==> src/rtl/uart_tx_param.sv <==
// Parameterised UART transmitter with a one-entry holding register.
// Define UART_TX_PARAM_PARITY_EN to enable the optional parity bit.
module uart_tx_param #(
   parameter int DATA_WIDTH   = 8,
   parameter int CLKS_PER_BIT = 16,
   parameter int STOP_BITS    = 1
) (
   input  logic                  CLK,
   input  logic                  RST,
   input  logic [DATA_WIDTH-1:0] P_DATA,
   input  logic                  Data_valid,
   input  logic                  PAR_EN,
   input  logic                  PAR_TYP,
   output logic                  Data_ready,
   output logic                  TX_OUT,
   output logic                  busy
);

   localparam int CW = (CLKS_PER_BIT > 1) ? $clog2(CLKS_PER_BIT) : 1;
   localparam int BW = $clog2(DATA_WIDTH);
   localparam logic [CW-1:0] CNT_MAX = CW'(CLKS_PER_BIT - 1);
   localparam logic [BW-1:0] DAT_MAX = BW'(DATA_WIDTH - 1);
   localparam logic [BW-1:0] STP_MAX = BW'(STOP_BITS - 1);

`ifdef UART_TX_PARAM_PARITY_EN
   typedef enum logic [2:0] {IDLE, START, DATA, PARITY, STOP} state_t;
`else
   typedef enum logic [2:0] {IDLE, START, DATA, STOP} state_t;
`endif

   state_t                state_q, state_d;
   logic [CW-1:0]         cnt_q, cnt_d;
   logic [BW-1:0]         bidx_q, bidx_d;
   logic [DATA_WIDTH-1:0] shift_q, shift_d;
   logic                  hfull_q, hfull_d;
   logic [DATA_WIDTH-1:0] hdata_q, hdata_d;
   logic                  load;
   logic                  bit_done;

`ifdef UART_TX_PARAM_PARITY_EN
   logic hpen_q, hpen_d, hptyp_q, hptyp_d;
   logic pen_q, pen_d, par_q, par_d;
`else
   logic unused_par;
   assign unused_par = PAR_EN ^ PAR_TYP;
`endif

   assign bit_done   = (cnt_q == CNT_MAX);
   assign Data_ready = ~hfull_q;
   assign busy       = (state_q != IDLE);

   always_ff @(posedge CLK) begin
      if (!RST) begin
         state_q <= IDLE;
         cnt_q   <= '0;
         bidx_q  <= '0;
         shift_q <= '0;
         hfull_q <= 1'b0;
         hdata_q <= '0;
`ifdef UART_TX_PARAM_PARITY_EN
         hpen_q  <= 1'b0;
         hptyp_q <= 1'b0;
         pen_q   <= 1'b0;
         par_q   <= 1'b0;
`endif
      end else begin
         state_q <= state_d;
         cnt_q   <= cnt_d;
         bidx_q  <= bidx_d;
         shift_q <= shift_d;
         hfull_q <= hfull_d;
         hdata_q <= hdata_d;
`ifdef UART_TX_PARAM_PARITY_EN
         hpen_q  <= hpen_d;
         hptyp_q <= hptyp_d;
         pen_q   <= pen_d;
         par_q   <= par_d;
`endif
      end
   end

   always_comb begin
      state_d = state_q;
      cnt_d   = cnt_q;
      bidx_d  = bidx_q;
      shift_d = shift_q;
      hfull_d = hfull_q;
      hdata_d = hdata_q;
      load    = 1'b0;
`ifdef UART_TX_PARAM_PARITY_EN
      hpen_d  = hpen_q;
      hptyp_d = hptyp_q;
      pen_d   = pen_q;
      par_d   = par_q;
`endif

      if (Data_valid && !hfull_q) begin
         hfull_d = 1'b1;
         hdata_d = P_DATA;
`ifdef UART_TX_PARAM_PARITY_EN
         hpen_d  = PAR_EN;
         hptyp_d = PAR_TYP;
`endif
      end

      unique case (state_q)
         IDLE: load = hfull_q;
         START: begin
            cnt_d = cnt_q + CW'(1);
            if (bit_done) begin
               cnt_d   = '0;
               bidx_d  = '0;
               state_d = DATA;
            end
         end
         DATA: begin
            cnt_d = cnt_q + CW'(1);
            if (bit_done) begin
               cnt_d   = '0;
               shift_d = shift_q >> 1;
               bidx_d  = bidx_q + BW'(1);
               if (bidx_q == DAT_MAX) begin
                  bidx_d  = '0;
`ifdef UART_TX_PARAM_PARITY_EN
                  state_d = pen_q ? PARITY : STOP;
`else
                  state_d = STOP;
`endif
               end
            end
         end
`ifdef UART_TX_PARAM_PARITY_EN
         PARITY: begin
            cnt_d = cnt_q + CW'(1);
            if (bit_done) begin
               cnt_d   = '0;
               bidx_d  = '0;
               state_d = STOP;
            end
         end
`endif
         STOP: begin
            cnt_d = cnt_q + CW'(1);
            if (bit_done) begin
               cnt_d  = '0;
               bidx_d = bidx_q + BW'(1);
               if (bidx_q == STP_MAX) begin
                  bidx_d  = '0;
                  state_d = IDLE;
                  load    = hfull_q;
               end
            end
         end
         default: state_d = IDLE;
      endcase

      // Transfer empties the holding register; acceptance only occurs when it is empty
      if (load) begin
         state_d = START;
         cnt_d   = '0;
         bidx_d  = '0;
         shift_d = hdata_q;
         hfull_d = 1'b0;
`ifdef UART_TX_PARAM_PARITY_EN
         pen_d   = hpen_q;
         par_d   = (^hdata_q) ^ hptyp_q;
`endif
      end
   end

   always_comb begin
      TX_OUT = 1'b1;
      unique case (state_q)
         IDLE:    TX_OUT = 1'b1;
         START:   TX_OUT = 1'b0;
         DATA:    TX_OUT = shift_q[0];
`ifdef UART_TX_PARAM_PARITY_EN
         PARITY:  TX_OUT = par_q;
`endif
         STOP:    TX_OUT = 1'b1;
         default: TX_OUT = 1'b1;
      endcase
   end

endmodule

==> config.mk <==
export PLATFORM = sky130hd
export DESIGN_NAME = uart_tx_param
export DESIGN_NICKNAME = d
export VERILOG_FILES = /design/src/rtl/uart_tx_param.sv
export SDC_FILE = /design/constraint.sdc
export NUM_CORES = 1
export LEC_CHECK = 0
export BUFFER_PORTS_ARGS = -buffer_cell sky130_fd_sc_hd__buf_2
export CAP_MARGIN = 0
export CELL_PAD_IN_SITES_DETAIL_PLACEMENT = 1
export CELL_PAD_IN_SITES_GLOBAL_PLACEMENT = 2
export CORE_UTILIZATION = 35
export DETAILED_ROUTE_END_ITERATION = 10
export PLACE_DENSITY_LB_ADDON = 0.3
export SKIP_LAST_GASP = 1
export SYNTH_ARGS = -nofsm -noshare
export SYNTH_HDL_FRONTEND = slang
export SYNTH_SLANG_ARGS = --single-unit
export TNS_END_PERCENT = 50
==> constraint.sdc <==
create_clock -name CLK -period 6.2 [get_ports CLK]
set_input_delay 0.31 -clock CLK [delete_from_list [all_inputs] [get_ports CLK]]
set_output_delay 0.31 -clock CLK [all_outputs]
set_load 0.02 [all_outputs]
==> flow_summary.toml, run 1 <==
[status]
status = "finished, final reports clean"

[timing]
setup_tns_ns = 0
maxSlewViolCount = 0
worstMarginPinSlew_ns = 0.9487
setup-violations-final = 0
rsz0062_at_grt = "false"
fin_skew_ns = 0.002804
hold_viol = 0
fmax_ghz = 0.3961
fin_crit_sh_pct = 40.72
max-slew-margin-rel_pct = 36.62
fin_crit_ns = 2.524

[finish]
drive_gt1_share_pct = 14.67
ff_latch_area_um2 = 520.5
syn_to_final_growth_pct = 12.12
fill_cells = 412
final_cell_area_um2 = 1459
finalNetCount = 172
diodes = 0
multi_input_area_um2 = 710.7

[global_route]
grt_pass1_wl_um = 4774
grtUsageTotal_pct = 15.14
grt_max_degree = 19
antenna_found_initial = 0
overflow = 0
grt_pass1_vias = 1041

[pwr]
p_total_uw = 551.2
pwr-share-comb_pct = 35.4
internal_power_uw = 368.6
switching_share_pct = 33.13
clockPowerShare_pct = 25.5
seqPwrFrac_pct = 39.1
ir_worst_vdd_uv = 170.5
p_per_area_nw_per_um2 = 377.8
p_switching_uw = 182.6
p_leak_uw = 0.0006819

[clocking]
cts-root-buf = "clkbuf_8"
cts_buffers = 3
cts.repair.resized = 0
clk_pin_slew_worst_paths_ns = 0.09
ctsHoldBuffers = 0
cts.sinks = 26
cts_buffer_depth = 2
htreeDepth = 1
cts_tree = "built"
clk_latency_ns = 0.27
postCtsSetupBuffers = 0

[placed_design]
gp_congestion = 0.7497
place_area_um2 = 1388
hpwl_um = 1966
port_buffers = 13

[routing]
totalWireLength_um = 2666
via_per_inst = 5.224
dr.pass1.iters = 4
ant_nets = 0
drt_iter0_drc = 26
drc = 0
detail_route.wl_per_cell_um = 13.60
vias = 1024

[synth]
synth_edf_count = 0
yosys-top-cells-count = "dfxtp_1 (26), nand3_1 (14), nor2b_1 (12), mux2i_1 (11), nand2_1 (10)"
syn_avg_cell_area_um2 = 9.295
yosysTopAreaCellShare_pct = 40.00
async_reset_ff_share_pct = 0
synth_nets = 161
ys_seq_area_share_pct = 40.00
synth_cell_types = 35
ys_ff_latch = 26
synth_ff_type = "dfxtp_1"
synth_area_leader_cell = "dfxtp_1"
syn_area_um2 = 1301
ys_top_cells_by_area = "dfxtp_1 (40%), mux2i_1 (8.5%), ha_1 (7.7%)"
synth_cells = 140
ys_warn_count = 0
synth_most_common_cell = "dfxtp_1"

[floorplanning]
start_util_pct = 37.80
core_area_um2 = 3442
die_area_um2 = 3966
die_w_um = 62.98
rows = 21
die_h_um = 62.98
pin_count = 16

[critical_path]
required_ns = 6.38
worstSetupPathType = "reg2reg"
crit_arrival_ns = 2.70
r2r_setup_slack_ns = 3.68
cp-start-kind = "register"
path_max_fanout = 18
end_kind = "register"

[hold_path]
min-delay-path-class = "in2reg"

[job]
cap_violations = 0
[registers in the layout, summed over array words and instances, names as in the netlist]
| signal | count |
|---|---|
| cnt_q | 4 |
| hfull_q | 1 |
| shift_q | 8 |
| state_q | 2 |
| bidx_q | 3 |
| hdata_q | 8 |
[path summary, 6_finish.rpt]
kind / start / end / cells after the start
setup / recovery: cnt_q[0]$_SDFFE_PP0P_ / cnt_q[3]$_SDFFE_PP0P_ / 5
hold / removal: Data_valid / hfull_q$_SDFFE_PP0P_ / 3
setup reg to reg: cnt_q[0]$_SDFFE_PP0P_ / cnt_q[3]$_SDFFE_PP0P_ / 5
hold reg to reg: bidx_q[2]$_SDFFE_PP0P_ / bidx_q[2]$_SDFFE_PP0P_ / 2
[per-stage QoR]
step,utilization [%],setup slack [ns],hold WS (ns),std cells
floorplan,-,4.238,0.4258,140
global placement,40.31,3.767,0.4709,192
detailed placement,40.31,3.673,0.4880,192
CTS,42.38,3.658,0.2517,196
global route,42.38,3.384,0.3126,196
finish,42.38,3.676,0.2561,196
[critical path, cell delays in order, from the launching register on]
cell	delay (ns)
dfxtp_1	0.36
ha_1	0.27
and3_1	0.33
a41oi_2	0.72
nand2_1	0.43
a311oi_1	0.31
[routing by layer]
metal / up-vias / share of wire, % / GRT usage (%)
li1: 507 / - / -
met1: 504 / 45 / 17.09
met2: 11 / 52 / 28.09
met3: 2 / 1.8 / 3.832
met4: 0 / 0.64 / 3.198
met5: - / 0 / 0
[final cells by class]
class | count | area share [%]
inverters | 9 | 2.316
well taps | 46 | 3.945
repair buffers | 13 | 4.460
multi-input cells | 98 | 48.71
clock inverters | 1 | 2.058
flip-flops and latches | 26 | 35.68
clock buffers | 3 | 2.830
[layout by cell type, fill, tap and decap left out, types with 2 or more instances in the layout]
cell type	instances
nand2_1	10
nand3_1	14
ha_1	8
inv_1	9
o211a_1	7
nor2_1	8
a21o_1	2
nor2b_1	12
and3b_1	2
clkbuf_8	3
buf_2	13
dfxtp_1	26
and3_1	2
a21oi_1	4
mux2i_1	11
[power by group through the flow]
stage | clock network (uW) | logic [uW] | registers [uW]
2_1_floorplan | 0 | 163 | 214
3_3_place_gp | 0 | 189 | 218
3_5_place_dp | 0 | 198 | 220
4_1_cts | 145 | 199 | 216
5_1_grt | 153 | 218 | 220
6_report | 141 | 195 | 215
[kinds of logic (layout without fill, tap and decap cells)]
kind of cell / Yosys count / count (layout) / synth area share (%)
AO/OA/AOI/OAI: 21 / 21 / 13.65
buffers and inverters: 16 / 26 / 5.384
AND/OR/NAND/NOR: 56 / 56 / 23.27
XOR/XNOR: 1 / 1 / 0.6732
flip-flops: 26 / 26 / 40.00
multiplexers: 12 / 12 / 9.327
adder cells (fa/ha/maj): 8 / 8 / 7.693
No activity file was read; power rests on OpenSTA's default activity.
==> run 2, diff against run 1 <==
CORE_UTILIZATION = 31   (was 35)
clock period = 2.05 ns   (was 6.2 ns; I/O delays follow)
==> run 2 against run 1 <==
Net effect: count of clock-buffer cells in the layout is the same; non-clock buffer count increased by 6; largest cell class unchanged; cell area is 3.6% higher; critical path type unchanged; worst hold slack worse by 0.22 ns; power increased to 3.1 times the previous value; highest routed layer unchanged.
==> flow_summary.toml, run 2 (synthesis results as in run 1) <==
[pwr]
internal_power_uw = 1153
pwr-share-comb_pct = 36.6
switching_share_pct = 32.94
p_per_area_nw_per_um2 = 1138
clockPowerShare_pct = 25.2
ir_worst_vdd_uv = 486.2
p_switching_uw = 566.3
p_leak_uw = 0.0007118
seqPwrFrac_pct = 38.2

[critical_path]
crit_arrival_ns = 2.12
r2r_setup_slack_ns = 0.14
required_ns = 2.26
path_max_fanout = 6
worstSetupPathType = "reg2reg"
cp-start-kind = "register"
end_kind = "register"

[finish]
layout_commonest_cell = "dfxtp_1"
diodes = 0
finalNetCount = 178
drive_gt1_share_pct = 19.23
final_cell_mix = "dfxtp_1 (24), nand3_1 (14), buf_2 (13)"
syn_to_final_growth_pct = 16.15
top_regs = "hdata_q (8), shift_q (8), cnt_q (4)"

[global_route]
overflow = 0
grtUsageTotal_pct = 14.24
grt_pass1_wl_um = 4823
grt_pass1_vias = 1041
grt_max_degree = 19
antenna_found_initial = 0

[floorplanning]
start_util_pct = 32.30
pin_count = 16
core_area_um2 = 4029
die_h_um = 66.79
die_area_um2 = 4461
rows = 23
die_w_um = 66.79

[timing]
worstMarginPinSlew_ns = 0.3917
setup-violations-final = 0
maxSlewViolCount = 0
fin_crit_sh_pct = 93.28
fin_crit_ns = 1.912
whs_ns = 0.03993
rsz0062_at_grt = "false"
hold_viol = 0
fin_skew_ns = 0.01026
max-slew-margin-rel_pct = 73.81
fmax_ghz = 0.5230
setup_tns_ns = 0

[clocking]
cts_buffer_depth = 2
clk_latency_ns = 0.28
cts_tree = "built"
cts.repair.resized = 0
cts-root-buf = "clkbuf_8"
cts_buffers = 3
ctsHoldBuffers = 0
htreeDepth = 1
clk_pin_slew_worst_paths_ns = 0.10
postCtsSetupBuffers = 0
cts.sinks = 26

[routing]
vias = 1031
wl_met3_um = 50
ant_nets = 0
drt-met1-wl_um = 1206
dr_wl_met2_um = 1410
dr.pass1.iters = 3
via_per_inst = 5.005
totalWireLength_um = 2697
detail_route.wl_per_cell_um = 13.09
top_layer_used = "met4"
drt_iter0_drc = 40
drc = 0

[job]
cap_violations = 0

[placed_design]
port_buffers = 13
hpwl_um = 1947
gp_congestion = 0.7436

[hold_path]
min-delay-path-class = "in2reg"

[status]
status = "finished, final reports clean"
run 2: cell type report:
type	count	area, um^2
Fill cell	490	2517
Timing Repair Buffer	19	110.1
Tap cell	50	62.56
Inverter	9	33.78
Clock inverter	1	30.03
Multi-Input combinational cell	98	710.7
Clock buffer	3	41.29
Sequential cell	26	523.0
run 2: path summary, 6_finish.rpt:
kind                                start                endpoint  cells past startpoint
setup / recovery  state_q[0]$_SDFFE_PN0P_  bidx_q[0]$_SDFFE_PP0P_                      6
hold reg to reg    bidx_q[2]$_SDFFE_PP0P_  bidx_q[2]$_SDFFE_PP0P_                      2
hold / removal                 Data_valid    hfull_q$_SDFFE_PP0P_                      3
setup reg to reg  state_q[0]$_SDFFE_PN0P_  bidx_q[0]$_SDFFE_PP0P_                      6
run 2: worst max-delay path, stage by stage (launching register included):
cell and delay (ns):
dfxtp_2 0.37, inv_1 0.06, ha_1 0.20, or4_4 0.54, and2_4 0.20, or3_1 0.35, a21oi_1 0.13
run 2: power by group through the flow:
stage	sequential, uW	combinational [uW]	clock (uW)
2_1_floorplan	648	494	0
3_3_place_gp	659	615	0
3_5_place_dp	665	639	0
6_report	656	629	434
5_1_grt	670	712	466
4_1_cts	654	645	449
run 2: routing by layer:
layer  up-vias  global-route usage (%)
met5         -                       0
met4         0                   3.191
met3         4                   2.568
met2         9                   24.75
met1       503                   18.05
li1        515                       -
run 2: stage by stage:
| stage | power, uW | cell area [um^2] | worst slack [ns] | std cells | utilization, % |
|---|---|---|---|---|---|
| finish | 1720 | 1511 | 0.1378 | 206 | 37.52 |
| floorplan | 1142 | 1301 | 0.08845 | 140 | - |
| global placement | 1274 | 1438 | 0.1542 | 202 | 35.68 |
| global route | 1848 | 1511 | 0.02071 | 206 | 37.52 |
| CTS | 1748 | 1509 | 0.06899 | 206 | 37.45 |
| detailed placement | 1303 | 1438 | 0.09296 | 202 | 35.68 |
